File: config.mk
export PLATFORM = sky130hd
export DESIGN_NAME = packed_field_arbiter
export DESIGN_NICKNAME = d
export VERILOG_FILES = /design/src/rtl/packed_field_pkg.sv /design/src/rtl/rr_arb2.sv /design/src/rtl/packed_field_arbiter.sv
export SDC_FILE = /design/constraint.sdc
export NUM_CORES = 1
export LEC_CHECK = 0
export BUFFER_PORTS_ARGS = -buffer_cell sky130_fd_sc_hd__buf_2
export CORE_ASPECT_RATIO = 0.9
export CORE_UTILIZATION = 45
export CTS_BUF_LIST = sky130_fd_sc_hd__clkbuf_16
export DETAILED_ROUTE_END_ITERATION = 12
export PLACE_DENSITY = 0.69
export SLEW_MARGIN = 25
export SYNTH_ARGS = -nofsm -noshare
export SYNTH_HDL_FRONTEND = slang
export SYNTH_HIERARCHICAL = 1
export SYNTH_SLANG_ARGS = --single-unit
File: constraint.sdc
create_clock -name clk -period 2.5 [get_ports clk]
set_input_delay 0.25 -clock clk [delete_from_list [all_inputs] [get_ports clk]]
set_output_delay 0.25 -clock clk [all_outputs]
set_load 0.01 [all_outputs]
File: src/rtl/packed_field_pkg.sv
// Shared types for the packed-field arbiter: FSM state encoding and counter limits.
package packed_field_pkg;

  typedef enum logic [1:0] {
    StEmpty,
    StHave0,
    StHave1,
    StPublish
  } state_e;

  localparam int unsigned CntWidth = 8;
  localparam logic [CntWidth-1:0] CntMax = '1;

endpackage

File: src/rtl/rr_arb2.sv
// Two-requester round-robin arbiter; prio names the requester that wins a tie.
module rr_arb2 (
  input  logic clk,
  input  logic rst,
  input  logic i_req0,
  input  logic i_req1,
  input  logic i_enable,
  output logic o_gnt0,
  output logic o_gnt1,
  output logic o_prio
);

  logic r_prio;
  logic w_gnt0;
  logic w_gnt1;

  always_comb begin
    w_gnt0 = 1'b0;
    w_gnt1 = 1'b0;
    if (i_enable) begin
      if (i_req0 && (!i_req1 || !r_prio)) begin
        w_gnt0 = 1'b1;
      end else if (i_req1) begin
        w_gnt1 = 1'b1;
      end
    end
  end

  // A grant is only issued with its request present, so a grant is an accepted write.
  always_ff @(posedge clk) begin
    if (rst) begin
      r_prio <= 1'b0;
    end else if (w_gnt0) begin
      r_prio <= 1'b1;
    end else if (w_gnt1) begin
      r_prio <= 1'b0;
    end
  end

  assign o_gnt0 = w_gnt0;
  assign o_gnt1 = w_gnt1;
  assign o_prio = r_prio;

endmodule

File: src/rtl/packed_field_arbiter.sv
// Two requesters fill the halves of a packed shadow struct; once both halves are written
// the struct is published to snap_out with a one-cycle pub_valid pulse.
module packed_field_arbiter
  import packed_field_pkg::*;
#(
  parameter int unsigned FIELD0_WIDTH = 4,
  parameter int unsigned FIELD1_WIDTH = 4
) (
  input  logic                                 clk,
  input  logic                                 rst,
  input  logic                                 req0_valid,
  input  logic [FIELD0_WIDTH-1:0]              req0_data,
  output logic                                 req0_ready,
  input  logic                                 req1_valid,
  input  logic [FIELD1_WIDTH-1:0]              req1_data,
  output logic                                 req1_ready,
  output logic [FIELD0_WIDTH+FIELD1_WIDTH-1:0] snap_out,
  output logic                                 pub_valid,
  output logic [CntWidth-1:0]                  overwrite_cnt
);

  typedef struct packed {
    logic [FIELD0_WIDTH-1:0] field0;
    logic [FIELD1_WIDTH-1:0] field1;
  } snap_t;

  state_e              r_state;
  snap_t               r_shadow;
  snap_t               r_snap;
  snap_t               w_shadow_next;
  logic                r_pub_valid;
  logic [CntWidth-1:0] r_ovw_cnt;
  logic                w_enable;
  logic                w_gnt0;
  logic                w_gnt1;
  logic                w_prio;
  logic                w_acc0;
  logic                w_acc1;

  assign w_enable = (r_state != StPublish) && !rst;

  rr_arb2 u_arb (
    .clk      (clk),
    .rst      (rst),
    .i_req0   (req0_valid),
    .i_req1   (req1_valid),
    .i_enable (w_enable),
    .o_gnt0   (w_gnt0),
    .o_gnt1   (w_gnt1),
    .o_prio   (w_prio)
  );

  assign w_acc0 = req0_valid && w_gnt0;
  assign w_acc1 = req1_valid && w_gnt1;

  // Arbiter grants at most one requester, so this is the single write path.
  always_comb begin
    w_shadow_next = r_shadow;
    if (w_acc0) begin
      w_shadow_next.field0 = req0_data;
    end
    if (w_acc1) begin
      w_shadow_next.field1 = req1_data;
    end
  end

  always_ff @(posedge clk) begin
    if (rst) begin
      r_state     <= StEmpty;
      r_shadow    <= '0;
      r_snap      <= '0;
      r_pub_valid <= 1'b0;
      r_ovw_cnt   <= '0;
    end else begin
      r_shadow    <= w_shadow_next;
      r_pub_valid <= 1'b0;
      case (r_state)
        StEmpty: begin
          if (w_acc0) begin
            r_state <= StHave0;
          end else if (w_acc1) begin
            r_state <= StHave1;
          end
        end
        StHave0: begin
          if (w_acc1) begin
            r_state     <= StPublish;
            r_snap      <= w_shadow_next;
            r_pub_valid <= 1'b1;
          end else if (w_acc0 && (r_ovw_cnt != CntMax)) begin
            r_ovw_cnt <= r_ovw_cnt + 1'b1;
          end
        end
        StHave1: begin
          if (w_acc0) begin
            r_state     <= StPublish;
            r_snap      <= w_shadow_next;
            r_pub_valid <= 1'b1;
          end else if (w_acc1 && (r_ovw_cnt != CntMax)) begin
            r_ovw_cnt <= r_ovw_cnt + 1'b1;
          end
        end
        StPublish: r_state <= StEmpty;
        default:   r_state <= StEmpty;
      endcase
    end
  end

  assign req0_ready    = w_gnt0;
  assign req1_ready    = w_gnt1;
  assign snap_out      = r_snap;
  assign pub_valid     = r_pub_valid;
  assign overwrite_cnt = r_ovw_cnt;

  logic w_unused;
  assign w_unused = w_prio;

endmodule

### Word level (Yosys, flattened, before mapping)

Cells that the tools add are included.
W data, S select, Z words.

| operators by class | value |
|---|---|
| equality and inequality tests | 12 |
| $add $sub $neg | 1 |
| multipliers | 0 |
| reduce and logical (&&, ||, !) cells | 16 |
| divide/modulo/power cells | 0 |
| order comparisons | 0 |
| shift-type cells | 0 |
| bitwise gates (word level) | 0 |
| muxes and demuxes | 25 |

Operators with widths:

| kind | count |
|---|---|
| $mux W8 | 6 |
| $pmux W8 S2 | 2 |
| $ne A2 B2 Y1 const B | 7 |
| $mux W1 | 9 |
| $add A8 B1 Y8 const B | 1 |
| $mux W2 | 4 |
| $mux W4 | 2 |
| $ne A8 B8 Y1 const B | 1 |
| $pmux W2 S4 | 1 |
| $logic_and A1 B1 Y1 | 6 |
| $reduce_and A3 Y1 | 2 |
| $reduce_and A5 Y1 | 1 |
| $eq A2 B2 Y1 const B | 2 |
| $reduce_bool A2 Y1 | 2 |
| $logic_not A1 Y1 | 3 |
| $ne A3 B3 Y1 const B | 1 |
| $eq A2 B1 Y1 const B | 1 |
| $logic_not A2 Y1 | 1 |
| $pmux W1 S2 | 1 |
| $logic_or A1 B1 Y1 | 1 |

| storage, ports and cells | value |
|---|---|
| logic and storage cells | 62 |
| memories kept | 0 |
| RAM bits | 0 |
| flip-flop bits (word level) | 28 |
| output and inout port bits | 19 |
| bits in read-only memories | 0 |
| bits in latches | 0 |

### Depth between registers and ports, before layout

| logic depth | value |
|---|---|
| depth after elaboration | 10 |
| depth in mapped cells | 11 |
| mapped depth without buffers | 9 |

### Cells and area by module

The synthesis kept the hierarchy.

Modules (own cells, without submodules):

| module | cells an instance | seq. area each (µm²) | area an instance (µm²) | instances |
|---|---|---|---|---|
| packed_field_arbiter | 132 | 540.5 | 1236.2 | 1 |
| rr_arb2 | 8 | 20.0 | 55.1 | 1 |

### Worst setup path before layout

Ideal clock, no wire load.

| timing | value |
|---|---|
| path type | in2reg |
| start point | in rst |
| end point | reg r_snap, in the netlist snap_out[2] |
| data arrival time | 2.247 ns |
| stages | 10 |
| data required time | 2.414 ns |
| slack | 0.168 ns |
| buffers on the path | 3 |
| path through | buf_6 > clkbuf_1 > nor2_1 > nand2_1 > a21oi_1 > nand2_1 > a221oi_2 > clkbuf_1 > nor2_1 > a211oi_1 |

| on the way | value |
|---|---|
| cells in the longest elaborated chain, start to end | 7 |
| elaborated cells between the ends (all ways) | 13 |
| those cells by class | eq/ne (2); mux (6); reduce/logical (5) |

Ends and longest elaborated chain:

| element | RTL line | text |
|---|---|---|
| start, declared | packed_field_arbiter.sv:10 | `input logic rst,` |
| $logic_not A1 Y1 * | packed_field_arbiter.sv:40 | `assign w_enable = (r_state != StPublish) && !rst;` |
| $logic_and A1 B1 Y1 * | packed_field_arbiter.sv:40 |  |
| net w_enable | packed_field_arbiter.sv:33 | `logic w_enable;` |
| $mux W1 * | rr_arb2.sv:20 | `if (i_enable) begin` |
| net req1_ready | packed_field_arbiter.sv:16 | `output logic req1_ready,` |
| $logic_and A1 B1 Y1 * | packed_field_arbiter.sv:54 | `assign w_acc1 = req1_valid && w_gnt1;` |
| $mux W4 | packed_field_arbiter.sv:62 | `if (w_acc1) begin` |
| $mux W8 (on tied branches) | packed_field_arbiter.sv:95, packed_field_arbiter.sv:86 |  |
| $pmux W8 S2 | packed_field_arbiter.sv:77 | `case (r_state)` |
| end signal, assigned | packed_field_arbiter.sv:88 | `r_snap <= w_shadow_next;` |
| end signal, assigned | packed_field_arbiter.sv:97 | `r_snap <= w_shadow_next;` |
| end, declared | packed_field_arbiter.sv:29 | `snap_t r_snap;` |

The timed path passes the listed nets; every way through them passes the cells marked *. The select of a mux whose other input is x is not followed.
A chain may end at the register's enable or synchronous reset.

### Final worst setup path

| timing | value |
|---|---|
| start point | reg r_state[0] |
| end point | reg r_ovw_cnt[4], in the netlist overwrite_cnt[4] |

| on the way | value |
|---|---|
| cells in the longest elaborated chain, start to end | 7 |
| elaborated cells between the ends (all ways) | 17 |
| those cells by class | eq/ne (7); mux (3); reduce/logical (7) |

Ends and longest elaborated chain:

| element | RTL line | text |
|---|---|---|
| start, declared | packed_field_arbiter.sv:27 | `state_e r_state;` |
| start signal, assigned | packed_field_arbiter.sv:69 | `r_state <= StEmpty;` |
| start signal, assigned | packed_field_arbiter.sv:80 | `r_state <= StHave0;` |
| start signal, assigned | packed_field_arbiter.sv:82 | `r_state <= StHave1;` |
| $ne A2 B2 Y1 * | packed_field_arbiter.sv:40 |  |
| $logic_and A1 B1 Y1 * | packed_field_arbiter.sv:40 |  |
| net w_enable | packed_field_arbiter.sv:33 |  |
| $mux W1 | rr_arb2.sv:20 |  |
| $logic_and A1 B1 Y1 (on tied branches) | packed_field_arbiter.sv:54, packed_field_arbiter.sv:53 |  |
| $logic_and A1 B1 Y1 (on tied branches) | packed_field_arbiter.sv:99, packed_field_arbiter.sv:90 |  |
| $ne A2 B2 Y1 (no source line) | - |  |
| $reduce_and A5 Y1 (no source line) * | - |  |
| end signal, assigned | packed_field_arbiter.sv:91 | `r_ovw_cnt <= r_ovw_cnt + 1'b1;` |
| end signal, assigned | packed_field_arbiter.sv:100 | `r_ovw_cnt <= r_ovw_cnt + 1'b1;` |
| end, declared | packed_field_arbiter.sv:32 | `logic [CntWidth-1:0] r_ovw_cnt;` |

The timed path passes the listed nets; every way through them passes the cells marked *.

==> impl_metrics.yaml <==
outcome:
  status: "finished clean"
global_route:
  use_met3_pct: 4.94
  overflow: 0
  busiest_layer: "met2"
  grtUsageMet2_pct: 32.2
  use_met1_pct: 19.0
  grt_usage_pct: 17.4
  grt_pass1_wl_mm: 4.08
  antenna_found_initial: 0
  grt_max_degree: 29
  grt_pass1_vias: 1000
detailed_routing:
  dr_total_vias: 1114
  drt-initial-drc-count: 21
  routed_via_density: 5.28
  drc_errors: 0
  wire_per_inst_um: 12.4
  routed_wirelength_mm: 2.61
  dr.pass1.iters: 5
  ant_nets: 0
logic_synthesis:
  synth_top_area_share_pct: 43.4
  synth-seq-cells: 28
  synth_fp_nets: 158
  syn_area_mm2: 0.00129
  synth_area_leaders: "dfxtp_1, mux2i_1, nor2_1"
  syn-mean-instance-area_um2: 9.22
  synth_warnings: 6
  synth_cells: 140
  ys_seq_area_share_pct: 43.4
  synthDistinctLibCells: 32
  synth_top_area_cell: "dfxtp_1"
layout:
  instances_no_fill: 211
  fin_nets: 190
  n_fill_cell: 250
  syn_to_final_growth_pct: 22.1
  fin_area_mm2: 0.00158
  antenna_cells: 0
  drive_above_1_share_pct: 25.1
cts:
  ctsLongestPathBuffers: 2
  cts_tree: "built"
  cts_resized: 0
  cts_sinks: 28
  cts.clk_slew.worst_paths_ns: 0.07
  ctsHoldBuffers: 0
  htree_levels: 1
  cts_buffers: 3
  clkLatencyLatePin_ns: 0.26
  post-cts-setup-buffers: 0
  cts-root-buf: "clkbuf_16"
timing:
  fin_setup_tns_ns: 0
  maxSlewHeadroom_pct: 72.8
  layout_min_cycle_time_ns: 2.26
  setup_viol: 0
  worstMarginPinSlew_ns: 0.408
  slew_viol_final: 0
  finalCritPeriodShare_pct: 90.5
  fmax_ghz: 0.442
  rsz0062_at_grt: "false"
  fin_skew_ns: 0.00248
  hold_viol_final: 0
  worst_slack_ns: 0.238
die:
  boundaryPins: 31
  num_rows: 18
  die-area_mm2: 0.00309
  core_mm2: 0.00273
  die_y_um: 52.8
  start_util_pct: 47.4
  die_w_um: 58.5
setup_path:
  worstSetupStartpointType: "flip-flop"
  crit_chain: "ha_1 -> nor2_1 -> nand2_1 -> a21oi_1 -> nand2_1 -> a2111oi_4 -> a32oi_2 -> or3_1 -> a21oi_1"
  critPathLaunch: "r_state[0]"
  crit_type: "reg2reg"
  r2r-start: "r_state[0]"
  critPathArrivalTime_ns: 2.46
  crit_required_ns: 2.69
  critical-path-max-stage-delay_ns: 0.35
  cp-end-kind: "flip-flop"
  crit_fanout: 8
  cpMaxStageDelayCell: "or3_1"
placed_design:
  dp_hpwl_mm: 1.86
  routabilityCongestion: 0.826
  place_inst: 207
  pre_cts_ws_ns: 0.299
  port_buffers: 30
  placed_area_mm2: 0.00147
pwr:
  p_per_area_mw_per_mm2: 906
  p_leak_uw: 0.000656
  ir_drop_v: 0.000613
flow_run:
  cap_violations: 0
worst_hold_path:
  hp-class: "in2reg"
  min-delay-start: "req1_valid"
[critical path, delay by kind of cell, from the launching register on]
family	cells	cell delay, ns
AND/OR/NAND/NOR	4	0.83
AO/OA/AOI/OAI	4	0.82
flip-flops	1	0.34
adder cells (fa/ha/maj)	1	0.20
[cell usage after synthesis (all sizes together)]
library cell and n:
o21ai 9, clkbuf 2, a311oi 1, a211oi 8, a31oi 1, nor3 1
buf 4, and4 2, or3 5, nand2 11, and3 2, dfxtp 28
xor2 1, nor2 21, nand3 1, or2 1, a2111oi 1, mux2i 10
nand4 1, a221oi 1, a22oi 1, a21oi 11, or4 1, a32oi 1
ha 6, o31ai 1, and2 2, inv 6
[cells in the final DEF (no fill, tap or decap), drive strengths merged, types with 5 or more instances in the layout]
cell type	synthesis	routed
inv	6	6
a21oi	11	11
a211oi	8	8
nand2	11	11
nor2	21	21
mux2i	10	10
ha	6	6
buf	4	33
dfxtp	28	28
o21ai	9	9
or3	5	5
[registers in the layout (all words and copies together) (netlist names)]
| name | flops |
|---|---|
| r_shadow | 8 |
| overwrite_cnt | 8 |
| r_state | 2 |
| snap_out | 8 |
| u_arb/o_prio | 1 |
| pub_valid | 1 |
[stage by stage]
stage	hold slack, ns	power (µW)	utilization (%)
4_1_cts	0.241	1440	57.9
6_report	0.244	1430	57.9
3_3_place_gp	0.468	949	54.0
5_1_grt	0.240	1510	57.9
2_1_floorplan	0.328	840	-
3_5_place_dp	0.479	968	54.0
[report_power, final]
part	internal, µW	switching (µW)
logic	167	232
registers	516	44.0
clock network	319	151
[cell families (layout without fill, tap and decap cells)]
kind of cell | after synthesis | in the layout | share of synthesized area [%]
buffers and inverters | 12 | 43 | 5.04
XOR/XNOR | 1 | 1 | 0.678
AND/OR/NAND/NOR | 48 | 48 | 17.5
flip-flops | 28 | 28 | 43.4
AO/OA/AOI/OAI | 35 | 35 | 19.8
multiplexers | 10 | 10 | 7.75
adder cells (fa/ha/maj) | 6 | 6 | 5.81
[final timing paths]
kind | depth (start not counted) | endpoint | slack [ns]
hold / removal | 2 | u_arb/o_prio | 0.24
setup / recovery | 9 | overwrite_cnt[4] | 0.24
hold reg to reg | 2 | r_shadow[3] | 0.50
setup reg to reg | 9 | overwrite_cnt[4] | 0.24
[metal layers]
layer	vias up	routed length (µm)
met2	26	1320
li1	558	-
met1	524	1170
met4	0	29
met3	6	97
met5	-	0
[area by class of cell]
class                   count  area (µm²)  area share [%]
clock buffers               3        75.1            4.76
clock inverters             1        30.0            1.90
inverters                   6        22.5            1.43
multi-input cells         100         666            42.2
flip-flops and latches     28         561            35.6
well taps                  40        50.0            3.17
repair buffers             33         173            11.0
Power figures use the tool's default switching activity.
